### config.mk
export PLATFORM = sky130hd
export DESIGN_NAME = kpg_prefix_adder_pipe
export DESIGN_NICKNAME = d
export VERILOG_FILES = /design/src/rtl/kpg_prefix_adder_pipe_pkg.sv /design/src/rtl/kpg_prefix_level.sv /design/src/rtl/kpg_prefix_adder_pipe.sv
export SDC_FILE = /design/constraint.sdc
export NUM_CORES = 1
export LEC_CHECK = 0
export BUFFER_PORTS_ARGS = -buffer_cell sky130_fd_sc_hd__buf_2
export CAP_MARGIN = 20
export CORE_MARGIN = 10
export CORE_UTILIZATION = 50
export DETAILED_ROUTE_END_ITERATION = 8
export GPL_TIMING_DRIVEN = 0
export MAX_ROUTING_LAYER = met4
export PLACE_DENSITY_LB_ADDON = 0.3
export REMOVE_ABC_BUFFERS = 1
export SYNTH_ARGS = -nofsm -noshare
export SYNTH_HDL_FRONTEND = slang
export SYNTH_SLANG_ARGS = --single-unit
### constraint.sdc
create_clock -name clk -period 3.85 [get_ports clk]
set_clock_uncertainty 0.1 [all_clocks]
set_input_delay 0.77 -clock clk [delete_from_list [all_inputs] [get_ports clk]]
set_output_delay 0.77 -clock clk [all_outputs]
set_load 0.03 [all_outputs]
### src/rtl/kpg_prefix_adder_pipe_pkg.sv
// Shared KPG (kill/propagate/generate) encoding and cell functions used by
// the prefix levels and the top-level adder pipeline.
package kpg_pkg;

  typedef logic [1:0] kpg_t;

  localparam kpg_t KPG_K = 2'b00;
  localparam kpg_t KPG_P = 2'b01;
  localparam kpg_t KPG_G = 2'b11;

  // Single-bit cell: both set -> G, exactly one set -> P, none -> K.
  // {a&b, a|b} yields exactly those three codes and never 2'b10.
  function automatic kpg_t kpg_cell(input logic a, input logic b);
    return {a & b, a | b};
  endfunction

  // Prefix combine (hi o lo): a propagating upper group defers to the lower one.
  function automatic kpg_t kpg_combine(input kpg_t hi, input kpg_t lo);
    return (hi == KPG_P) ? lo : hi;
  endfunction

endpackage

### src/rtl/kpg_prefix_level.sv
// One combinational Kogge-Stone level over N KPG cells with span DIST.
// Positions below DIST have no partner and pass through unchanged.
module kpg_prefix_level
  import kpg_pkg::*;
#(
  parameter int N    = 33,
  parameter int DIST = 1
) (
  input  kpg_t [N-1:0] din,
  output kpg_t [N-1:0] dout
);

  // Combine every position with the one DIST below it.
  always_comb begin
    dout = din;
    for (int i = DIST; i < N; i++) begin
      dout[i] = kpg_combine(din[i], din[i-DIST]);
    end
  end

endmodule

### src/rtl/kpg_prefix_adder_pipe.sv
// Pipelined Kogge-Stone adder on KPG cells. Position 0 of the prefix vector is
// the carry-in cell; position i+1 is operand bit i. After the prefix, position i
// is G exactly when the carry into bit i is 1. A single global enable stalls
// every stage together when the output is held by the consumer.
module kpg_prefix_adder_pipe
  import kpg_pkg::*;
#(
  parameter int WIDTH            = 32,
  parameter int LEVELS_PER_STAGE = 2
) (
  input  logic             clk,
  input  logic             rst_n,
  input  logic             in_valid,
  output logic             in_ready,
  input  logic [WIDTH-1:0] a,
  input  logic [WIDTH-1:0] b,
  input  logic             cin,
  output logic             out_valid,
  input  logic             out_ready,
  output logic [WIDTH-1:0] sum,
  output logic             cout,
  output logic             overflow
);

  localparam int N = WIDTH + 1;
  localparam int L = $clog2(WIDTH + 1);
  localparam int S = (L + LEVELS_PER_STAGE - 1) / LEVELS_PER_STAGE;

  // Index of the last prefix level feeding prefix stage register s (s >= 1).
  function automatic int stage_src(input int s);
    int top;
    top = s * LEVELS_PER_STAGE;
    if (top > L) top = L;
    return top - 1;
  endfunction

  kpg_t [N-1:0]     cells;
  kpg_t [N-1:0]     stg_p   [0:S];
  logic [WIDTH-1:0] xor_p   [0:S];
  logic             vld_p   [0:S];
  kpg_t [N-1:0]     lvl_in  [0:L-1];
  kpg_t [N-1:0]     lvl_out [0:L-1];
  logic [N-1:0]     carry;
  logic             en;

  assign en       = !out_valid || out_ready;
  assign in_ready = en;

  // Bit cells for the operands plus the carry-in cell at position 0.
  always_comb begin
    cells[0] = cin ? KPG_G : KPG_K;
    for (int i = 0; i < WIDTH; i++) begin
      cells[i+1] = kpg_cell(a[i], b[i]);
    end
  end

  // Prefix levels; a level starting a new stage reads that stage's register.
  for (genvar j = 0; j < L; j++) begin : g_lvl
    if (j % LEVELS_PER_STAGE == 0) begin : g_reg_in
      assign lvl_in[j] = stg_p[j / LEVELS_PER_STAGE];
    end else begin : g_comb_in
      assign lvl_in[j] = lvl_out[j-1];
    end
    kpg_prefix_level #(
      .N    (N),
      .DIST (1 << j)
    ) u_level (
      .din  (lvl_in[j]),
      .dout (lvl_out[j])
    );
  end

  // Data pipeline: stage 0 captures cells and operand XOR, stages 1..S the prefix.
  always_ff @(posedge clk) begin
    if (en) begin
      stg_p[0] <= cells;
      xor_p[0] <= a ^ b;
      for (int s = 1; s <= S; s++) begin
        stg_p[s] <= lvl_out[stage_src(s)];
        xor_p[s] <= xor_p[s-1];
      end
    end
  end

  // Valid chain alongside the data; reset discards everything in flight.
  always_ff @(posedge clk) begin
    if (!rst_n) begin
      for (int s = 0; s <= S; s++) vld_p[s] <= 1'b0;
      out_valid <= 1'b0;
    end else if (en) begin
      vld_p[0] <= in_valid;
      for (int s = 1; s <= S; s++) vld_p[s] <= vld_p[s-1];
      out_valid <= vld_p[S];
    end
  end

  // Resolved prefix: G (bit 1 set) means carry into that position's bit.
  always_comb begin
    for (int i = 0; i < N; i++) carry[i] = stg_p[S][i][1];
  end

  // Registered result: sum, carry out, and signed overflow from MSB carries.
  always_ff @(posedge clk) begin
    if (!rst_n) begin
      sum      <= '0;
      cout     <= 1'b0;
      overflow <= 1'b0;
    end else if (en) begin
      sum      <= xor_p[S] ^ carry[WIDTH-1:0];
      cout     <= carry[WIDTH];
      overflow <= carry[WIDTH-1] ^ carry[WIDTH];
    end
  end

endmodule

==> flow_summary.yaml, run 1 <==
cts:
  cts_buffer_depth: 3
  ctsRootBufferMaster: "clkbuf_16"
  postCtsSetupBuffers: 0
  tritoncts: "yes"
  cts-buffers-inserted: 38
  clkLatencyLatePin_ns: 0.51
  clk_pin_slew_worst_paths_ns: 0.06
  cts.sink_count: 377
  htreeDepth: 2
die:
  io_pins: 105
  num_rows: 61
  die_x_um: 189
  die_area_um2: 35800
  core_um2: 28000
  die_y_um: 189
  start_util_pct: 51.1
worst_setup_path:
  reg2reg_slack_ns: 1.58
  r2r-end: "stg_p[1][42]"
  startpoint: "out_valid"
  setup.worst_path.end_class: "primary output"
  r2r_start: "out_valid"
  cp-start-kind: "register"
  cp_max_fo: 150
  r2r.worst_path.cells: 4
  worstPathRequired_ns: 2.98
  critPathArrivalTime_ns: 2.52
  worstSetupPathType: "register to primary output"
drt:
  wl_per_cell_um: 17.1
  drt_iter0_drc: 601
  detailedRoute.firstPassIterationCount: 5
  drc_errors: 0
  routed_wl_um: 25200
  vias_per_cell: 5.20
  num_vias: 7664
  detail-route-antenna-nets: 0
sta:
  tightestPinTransition_ns: 0.775
  tns_ns: 0
  fin_crit_sh_pct: 88.1
  slew_headroom_pct: 48.4
  hold_viol: 0
  period_minus_slack_ns: 3.39
  finalWorstSetupSlack_ns: 0.459
  setup_viol: 0
  fin_hold_ws_ns: 0.313
  clock.fmax_ghz: 0.295
  slew_violations: 0
  rsz0062_at_grt: "false"
finish:
  drive_above_1_share_pct: 15.1
  layout.cells.non_filler: 1474
  synthToLayoutAreaGrowth_pct: 15.2
  postLayoutCoreUtil_pct: 58.9
  final_cell_area_um2: 16500
  diodes: 0
  nNetsFinal: 1200
global_route:
  grt_usage_pct: 14.3
  grt.met3_usage_pct: 2.83
  grt_pass1_wl_um: 39300
  overflow: 0
  grt_pass1_vias: 7568
  busiest_layer: "met2"
  use_met1_pct: 18.3
  grt_max_degree: 164
  gr-usage-met2_pct: 22.8
  antenna_found_initial: 0
synth:
  ys_ff_latch: 377
  ys_seq_area_share_pct: 76.4
  syn_inst: 932
  syn_area_per_cell_um2: 15.4
  synth_cell_types: 23
  syn_area_um2: 14300
  synth_warnings: 0
placement:
  place_area_um2: 15300
  dp_slack_ns: 0.116
  dp_cells: 1404
  gp_congestion: 0.854
  port_buffers: 104
  hpwl_um: 17400
pwr:
  irDropWorstVdd_uv: 301
  p_leak_nw: 6.57
  p_clk_share_pct: 37.1
  power_density_nw_per_um2: 576
  swShare_pct: 22.3
  combPwrFrac_pct: 7.5
  p_total_mw: 9.50
  p_int_mw: 7.38
  power.switching_mw: 2.12
  seqPwrFrac_pct: 55.5
worst_hold_path:
  hold_path_end: "xor_p[3][27]"
  hp-class: "register to register"
  hold-path-cell-count: 0
  hold_start: "xor_p[2][27]"
job:
  drv_cap: 0
run_status:
  status: "finished, final reports clean"
-- synthesized netlist by cell type --
cell type | number | area [um^2]
a21o_1 | 27 | 203
nand2_1 | 28 | 105
buf_2 | 3 | 15.0
o21a_1 | 1 | 7.51
a21boi_0 | 2 | 15.0
a21boi_2 | 2 | 22.5
o21ai_2 | 5 | 43.8
a21oi_1 | 135 | 676
clkbuf_1 | 3 | 11.3
nor2_1 | 12 | 45.0
o21ai_0 | 102 | 510
xnor2_1 | 33 | 289
buf_8 | 3 | 45.0
dfxtp_1 | 38 | 761
buf_6 | 3 | 33.8
nor2b_4 | 1 | 13.8
o21ai_1 | 28 | 140
inv_12 | 1 | 16.3
inv_1 | 96 | 360
and3_1 | 1 | 6.26
edfxtp_1 | 339 | 10200
nand3_1 | 5 | 25.0
ha_1 | 64 | 801
-- layout by cell type, fill, tap and decap left out, types with 28 or more instances in the layout --
cell / n
a21oi_1: 135
buf_2: 104
clkbuf_16: 42
dfxtp_1: 38
edfxtp_1: 339
ha_1: 64
inv_1: 96
nand2_1: 28
o21ai_0: 102
o21ai_1: 28
xnor2_1: 33
-- worst max-delay path by stage --
stage	endpoint	slack, ns	cells after the start
2_1_floorplan	in_ready	1.12	2
3_3_place_gp	in_ready	0.25	4
3_5_place_dp	in_ready	0.12	6
4_1_cts	in_ready	0.04	5
5_1_grt	in_ready	0.23	5
6_report	in_ready	0.46	5
-- layer usage --
metal / part of all wire (%) / vias to the layer above / wire length [um]
li1: - / 3700 / -
met1: 43 / 3694 / 11000
met2: 48 / 231 / 12100
met3: 6.2 / 39 / 1570
met4: 2.2 / 0 / 548
met5: 0 / - / 0
-- kinds of logic (layout without fill, tap and decap cells) --
family                   count (synthesis)  after routing  synth area share, %
flip-flops                             377            377                 76.4
AO/OA/AOI/OAI                          302            302                 11.3
buffers and inverters                  109            273                 3.36
adder cells (fa/ha/maj)                 64             64                 5.59
AND/OR/NAND/NOR                         47             47                 1.36
XOR/XNOR                                33             33                 2.02
-- power groups by stage --
stage	clock network, mW	registers, mW	logic (mW)
6_report	3.52	5.27	0.711
5_1_grt	3.77	5.32	0.796
4_1_cts	3.61	5.27	0.723
3_5_place_dp	0	5.35	0.718
3_3_place_gp	0	5.33	0.698
2_1_floorplan	0	5.38	0.346
-- flip-flops by register name, summed over array words and instances, names as in the netlist --
register   flops
cout           1
out_valid      1
overflow       1
stg_p        210
sum           32
vld_p          4
xor_p        128
-- worst max-delay path: stages, from the launching register on --
cell and delay, ns:
dfxtp_1 0.30, nor2b_4 0.17, inv_16 0.25, buf_16 0.51, buf_16 0.36, buf_2 0.28
-- layout make-up --
type / count / area (um^2)
Fill cell: 2197 / 11500
Clock buffer: 53 / 1080
Clock inverter: 16 / 121
Tap cell: 378 / 473
Timing Repair Buffer: 107 / 601
Sequential cell: 377 / 10900
Inverter: 97 / 380
Multi-Input combinational cell: 446 / 2900
-- repair_timing --
item                       CTS  global route
hold buffers                 0             0
hold endpoints to repair     0             0
setup endpoints to repair    0             1
resized for setup            0             0
(Power assumes the default switching activity.)
==> run 2: changes to the inputs <==
--- a/config.mk
+++ b/config.mk
@@ -5,10 +5,11 @@
 export SDC_FILE = /design/constraint.sdc
 export NUM_CORES = 1
 export LEC_CHECK = 0
+export ABC_AREA = 1
 export BUFFER_PORTS_ARGS = -buffer_cell sky130_fd_sc_hd__buf_2
 export CAP_MARGIN = 20
-export CORE_MARGIN = 10
-export CORE_UTILIZATION = 50
+export CORE_MARGIN = 2
+export CORE_UTILIZATION = 60
 export DETAILED_ROUTE_END_ITERATION = 8
 export GPL_TIMING_DRIVEN = 0
 export MAX_ROUTING_LAYER = met4
==> flow_summary.yaml, run 2 <==
synth:
  netlist.area_leader.share_pct: 64.7
  synth-xor-area-share_pct: 0
  ys_seq_area_share_pct: 69.5
  ys_ff_latch: 377
  yosys.area_share.adder_pct: 5.09
  synthSimpleGateAreaFrac_pct: 15.1
  synthMostInstantiatedCell: "nand2_1"
  syn_area_um2: 15700
  synth_cell_types: 18
  synth_top_cells_by_count: "nand2_1, inv_1, edfxtp_1"
  synth_top_family_by_area: "simple AND/OR/NAND/NOR gates"
  syn_inst: 1454
  synth_mux_area_share_pct: 0
  synth_warnings: 0
  synth_compound_area_share_pct: 1.61
  synthTopCellsByArea: "edfxtp_1, nand2_1, inv_1"
  syn_area_per_cell_um2: 10.8
  synth_edf_count: 339
  synthArstFlopShare_pct: 0
  yosysTopAreaCell: "edfxtp_1"
  yosys_most_used_dff: "edfxtp_1"
worst_setup_path:
  worstPathRequired_ns: 2.98
  crit_family: "buffers and inverters"
  path_buf_inv: 3
  cp_slowest_stage_delay_ns: 0.47
  cp-start-kind: "register"
  cpMostUsedCell: "buf_16"
  critPathArrivalTime_ns: 2.45
  crit_slowest_cell: "buf_16"
  crit_chain: "nand2_8, buf_16, buf_16, buf_2"
  worstSetupPathType: "register to primary output"
  cp_max_fo: 118
  setup.worst_path.end_class: "primary output"
pwr:
  irDropWorstVdd_uv: 342
  p_leak_nw: 9.02
  power_density_nw_per_um2: 542
finish:
  largest_reg_flops: 210
  regMostFlops: "stg_p"
  fillers: 1769
  largest_registers: "stg_p x210, xor_p x128, sum x32"
  drive_above_1_share_pct: 10.3
  synthToLayoutAreaGrowth_pct: 14.1
  final_cell_mix: "nand2_1, inv_1, edfxtp_1"
  nNetsFinal: 1727
  final_common_cell: "nand2_1"
  layout.cells.non_filler: 1959
  diodes: 0
  seqCellArea_um2: 10900
  multi_input_area_um2: 3440
die:
  die_y_um: 166
  io_pins: 105
  num_rows: 59
  die_x_um: 166
  start_util_pct: 60.7
  core_um2: 25900
  die_area_um2: 27500
sta:
  tightestPinTransition_ns: 1.05
  fin_hold_ws_ns: 0.314
  slew_headroom_pct: 29.8
  fin_crit_sh_pct: 86.2
  clock.fmax_ghz: 0.301
  setup_viol: 0
  slew_violations: 0
  rsz0062_at_grt: "false"
  hold_viol: 0
  period_minus_slack_ns: 3.32
cts:
  cts_resized: 0
  ctsRootBufferMaster: "clkbuf_16"
  clkLatencyLatePin_ns: 0.52
  cts.sink_count: 377
  htreeDepth: 2
  cts_buffer_depth: 3
  cts-buffers-inserted: 38
  cts_hold_buffers: 0
  clk_pin_slew_worst_paths_ns: 0.06
  tritoncts: "yes"
  postCtsSetupBuffers: 0
drt:
  vias_per_cell: 4.85
  top_layer: "met4"
  detail-route-antenna-nets: 0
  dr_wl_met3_um: 1670
  drc_errors: 0
  wl_met2_um: 14200
  wl_met1_um: 11200
  routed_wl_um: 27700
  num_vias: 9496
  detailedRoute.firstPassIterationCount: 5
  wl_per_cell_um: 14.1
  drt_iter0_drc: 749
global_route:
  grt_pass1_vias: 9356
  grt_max_degree: 119
  antenna_found_initial: 0
  grt_pass1_wl_um: 44700
  grt_usage_pct: 21.0
  overflow: 0
placement:
  dp_cells: 1889
  hpwl_um: 19000
  gp_congestion: 0.864
  port_buffers: 104
worst_hold_path:
  hp-class: "register to register"
job:
  drv_cap: 0
run_status:
  status: "finished, final reports clean"
[run 2: power by group]
group	total [mW]	switching, mW	internal (mW)
Sequential	5.26	0.255	5.00
Clock	3.61	1.45	2.16
Combinational	0.866	0.565	0.302
Total	9.73	2.27	7.47
[run 2: final timing paths]
| check | startpoint | endpoint | slack [ns] | depth (start not counted) |
|---|---|---|---|---|
| max | out_valid | in_ready | 0.53 | 4 |
| min | xor_p[2][6] | xor_p[3][6] | 0.31 | 0 |
| max reg2reg | out_valid | stg_p[0][42] | 1.23 | 4 |
| min reg2reg | xor_p[2][6] | xor_p[3][6] | 0.31 | 0 |
[run 2: layout make-up]
class / instances / share of cell area, %
clock inverters: 12 / 0.767
well taps: 335 / 2.34
repair buffers: 107 / 3.36
inverters: 350 / 7.32
clock buffers: 58 / 6.07
multi-input cells: 720 / 19.2
flip-flops and latches: 377 / 61.0
[run 2: cells by family (layout without fill, tap and decap cells)]
group	Yosys count	after routing
AOI/OAI and AO/OA	33	33
adders and majority gates	64	64
buffers and inverters	357	527
DFF	377	377
and+or+nand+nor	623	623
[run 2: metal layers]
metal | GRT usage (%) | up-vias
li1 | - | 4762
met4 | 6.54 | 0
met1 | 26.3 | 4409
met5 | - | -
met2 | 35.8 | 276
met3 | 3.22 | 49
[run 2: through the flow]
step / setup slack [ns] / utilization (%) / cell area (um^2) / setup TNS, ns / power, mW
floorplan: -3.02 / - / 15700 / -700.94 / 5.84
global placement: -5.55 / 64.1 / 16600 / -1289.24 / 6.13
detailed placement: 0.554 / 64.5 / 16700 / 0 / 6.19
CTS: 0.499 / 69.3 / 17900 / 0 / 9.80
global route: 0.372 / 69.3 / 17900 / 0 / 10.1
finish: 0.531 / 69.3 / 17900 / 0 / 9.73
[run 2: worst reg2reg max path: stages (launching register included)]
cell and delay (ns):
dfxtp_1 0.39, nand2_8 0.24, buf_16 0.48, buf_16 0.46, buf_16 0.47
==> run 3: changes to the inputs <==
--- a/config.mk
+++ b/config.mk
@@ -10,6 +10,7 @@
 export CAP_MARGIN = 20
 export CORE_MARGIN = 2
 export CORE_UTILIZATION = 60
+export CTS_BUF_LIST = sky130_fd_sc_hd__clkbuf_16
 export DETAILED_ROUTE_END_ITERATION = 8
 export GPL_TIMING_DRIVEN = 0
 export MAX_ROUTING_LAYER = met4
==> flow_summary.yaml, run 3 (synthesized netlist as in run 2, its figures left out) <==
worst_setup_path:
  cp-start-kind: "register"
  cpMostUsedCell: "buf_16"
  r2r.worst_path.cells: 4
  worstPathRequired_ns: 2.98
  cp_max_fo: 118
  reg2reg_slack_ns: 1.23
  r2r-end: "stg_p[0][45]"
  setup.worst_path.end_class: "primary output"
  startpoint: "out_valid"
  crit_chain: "nand2_8, buf_16, buf_16, buf_2"
  r2r_start: "out_valid"
  worstSetupPathType: "register to primary output"
  worstSetupEndpoint: "in_ready"
  critPathArrivalTime_ns: 2.45
  cp_slowest_stage_delay_ns: 0.47
  crit_slowest_cell: "buf_16"
sta:
  fin_crit_sh_pct: 86.2
  tightestPinTransition_ns: 1.05
  slew_headroom_pct: 30.0
  setup_viol: 0
  tns_ns: 0
  rsz0062_at_grt: "false"
  hold_viol: 0
  finalWorstSetupSlack_ns: 0.532
  period_minus_slack_ns: 3.32
  fin_hold_ws_ns: 0.314
  clock.fmax_ghz: 0.301
  slew_violations: 0
cts:
  ctsRootBufferMaster: "clkbuf_16"
  clkLatencyLatePin_ns: 0.52
  cts-buffers-inserted: 38
  cts_buffer_depth: 3
  tritoncts: "yes"
  cts.sink_count: 377
  clk_pin_slew_worst_paths_ns: 0.06
  cts_resized: 0
  postCtsSetupBuffers: 0
  cts_hold_buffers: 0
  htreeDepth: 2
placement:
  hpwl_um: 19000
  dp_cells: 1889
  port_buffers: 104
  gp_congestion: 0.864
  dp_slack_ns: 0.554
pwr:
  p_clk_share_pct: 36.8
  power.switching_mw: 2.27
  irDropWorstVdd_uv: 342
  seqPwrFrac_pct: 54.3
  p_int_mw: 7.42
  combPwrFrac_pct: 8.9
  p_leak_nw: 9.09
  swShare_pct: 23.4
  power_density_nw_per_um2: 540
global_route:
  antenna_found_initial: 0
  gr-usage-met2_pct: 35.8
  grt_max_degree: 119
  grt_pass1_vias: 9365
  grt.met3_usage_pct: 3.22
  use_met1_pct: 26.2
  busiest_layer: "met2"
  grt_usage_pct: 21.0
  grt_pass1_wl_um: 44700
  overflow: 0
finish:
  diodes: 0
  final_cell_mix: "nand2_1, inv_1, edfxtp_1"
  layout.cells.non_filler: 1959
  final_common_cell: "nand2_1"
  drive_above_1_share_pct: 10.3
  largest_reg_flops: 210
  regMostFlops: "stg_p"
  nNetsFinal: 1727
  largest_registers: "stg_p x210, xor_p x128, sum x32"
  synthToLayoutAreaGrowth_pct: 14.1
job:
  drv_cap: 0
worst_hold_path:
  hold-path-cell-count: 0
  hp-class: "register to register"
drt:
  routed_wl_um: 27600
  num_vias: 9451
  wl_per_cell_um: 14.1
  detail-route-antenna-nets: 0
  detailedRoute.firstPassIterationCount: 5
  drc_errors: 0
  drt_iter0_drc: 741
  vias_per_cell: 4.82
run_status:
  status: "finished, final reports clean"
die:
  core_um2: 25900
  start_util_pct: 60.7
  die_x_um: 166
  io_pins: 105
  die_y_um: 166
  num_rows: 59
  die_area_um2: 27500
-- run 3: cell types whose count changed in the layout (fill, tap and decap cells not counted) --
cell      delta
inv_1       +17
clkbuf_1    -17
-- run 3: per-layer routing --
layer	vias to the layer above	share of wire, %
met4	0	2.3
met5	-	0
li1	4762	-
met3	51	6.2
met2	269	51
met1	4369	41
-- run 3: area by class of cell --
cell class,count,area (um^2)
Sequential cell,377,10900
Inverter,350,1310
Timing Repair Buffer,107,603
Clock buffer,41,1030
Multi-Input combinational cell,720,3440
Clock inverter,29,201
Tap cell,335,419
Fill cell,1769,7960
-- run 3: worst max-delay path: cells and delay by family (launching register included) --
kind,cells,cell delay [ns]
buffers and inverters,3,1.21
AND/OR/NAND/NOR,1,0.24
flip-flops,1,0.39
-- run 3: worst min path at each step --
stage / start / endpoint / slack [ns]
2_1_floorplan: xor_p[0][0] / xor_p[1][0] / 0.30
3_3_place_gp: xor_p[0][5] / xor_p[1][5] / 0.30
3_5_place_dp: xor_p[0][12] / xor_p[1][12] / 0.30
4_1_cts: cin / stg_p[0][1] / 0.30
5_1_grt: cin / stg_p[0][1] / 0.31
6_report: xor_p[2][6] / xor_p[3][6] / 0.31
-- run 3: power groups by stage --
stage	sequential, mW	combinational, mW	clock (mW)
floorplan	5.34	0.505	0
global placement	5.32	0.808	0
finish	5.26	0.865	3.56
global route	5.31	0.986	3.79
CTS	5.26	0.871	3.63
detailed placement	5.34	0.855	0
-- run 3: through the flow --
step	area (um^2)	total power, mW	util (%)
6_report	17900	9.69	69.3
5_1_grt	17900	10.1	69.3
4_1_cts	17900	9.76	69.3
3_5_place_dp	16700	6.19	64.5
3_3_place_gp	16600	6.13	64.1
2_1_floorplan	15700	5.84	-
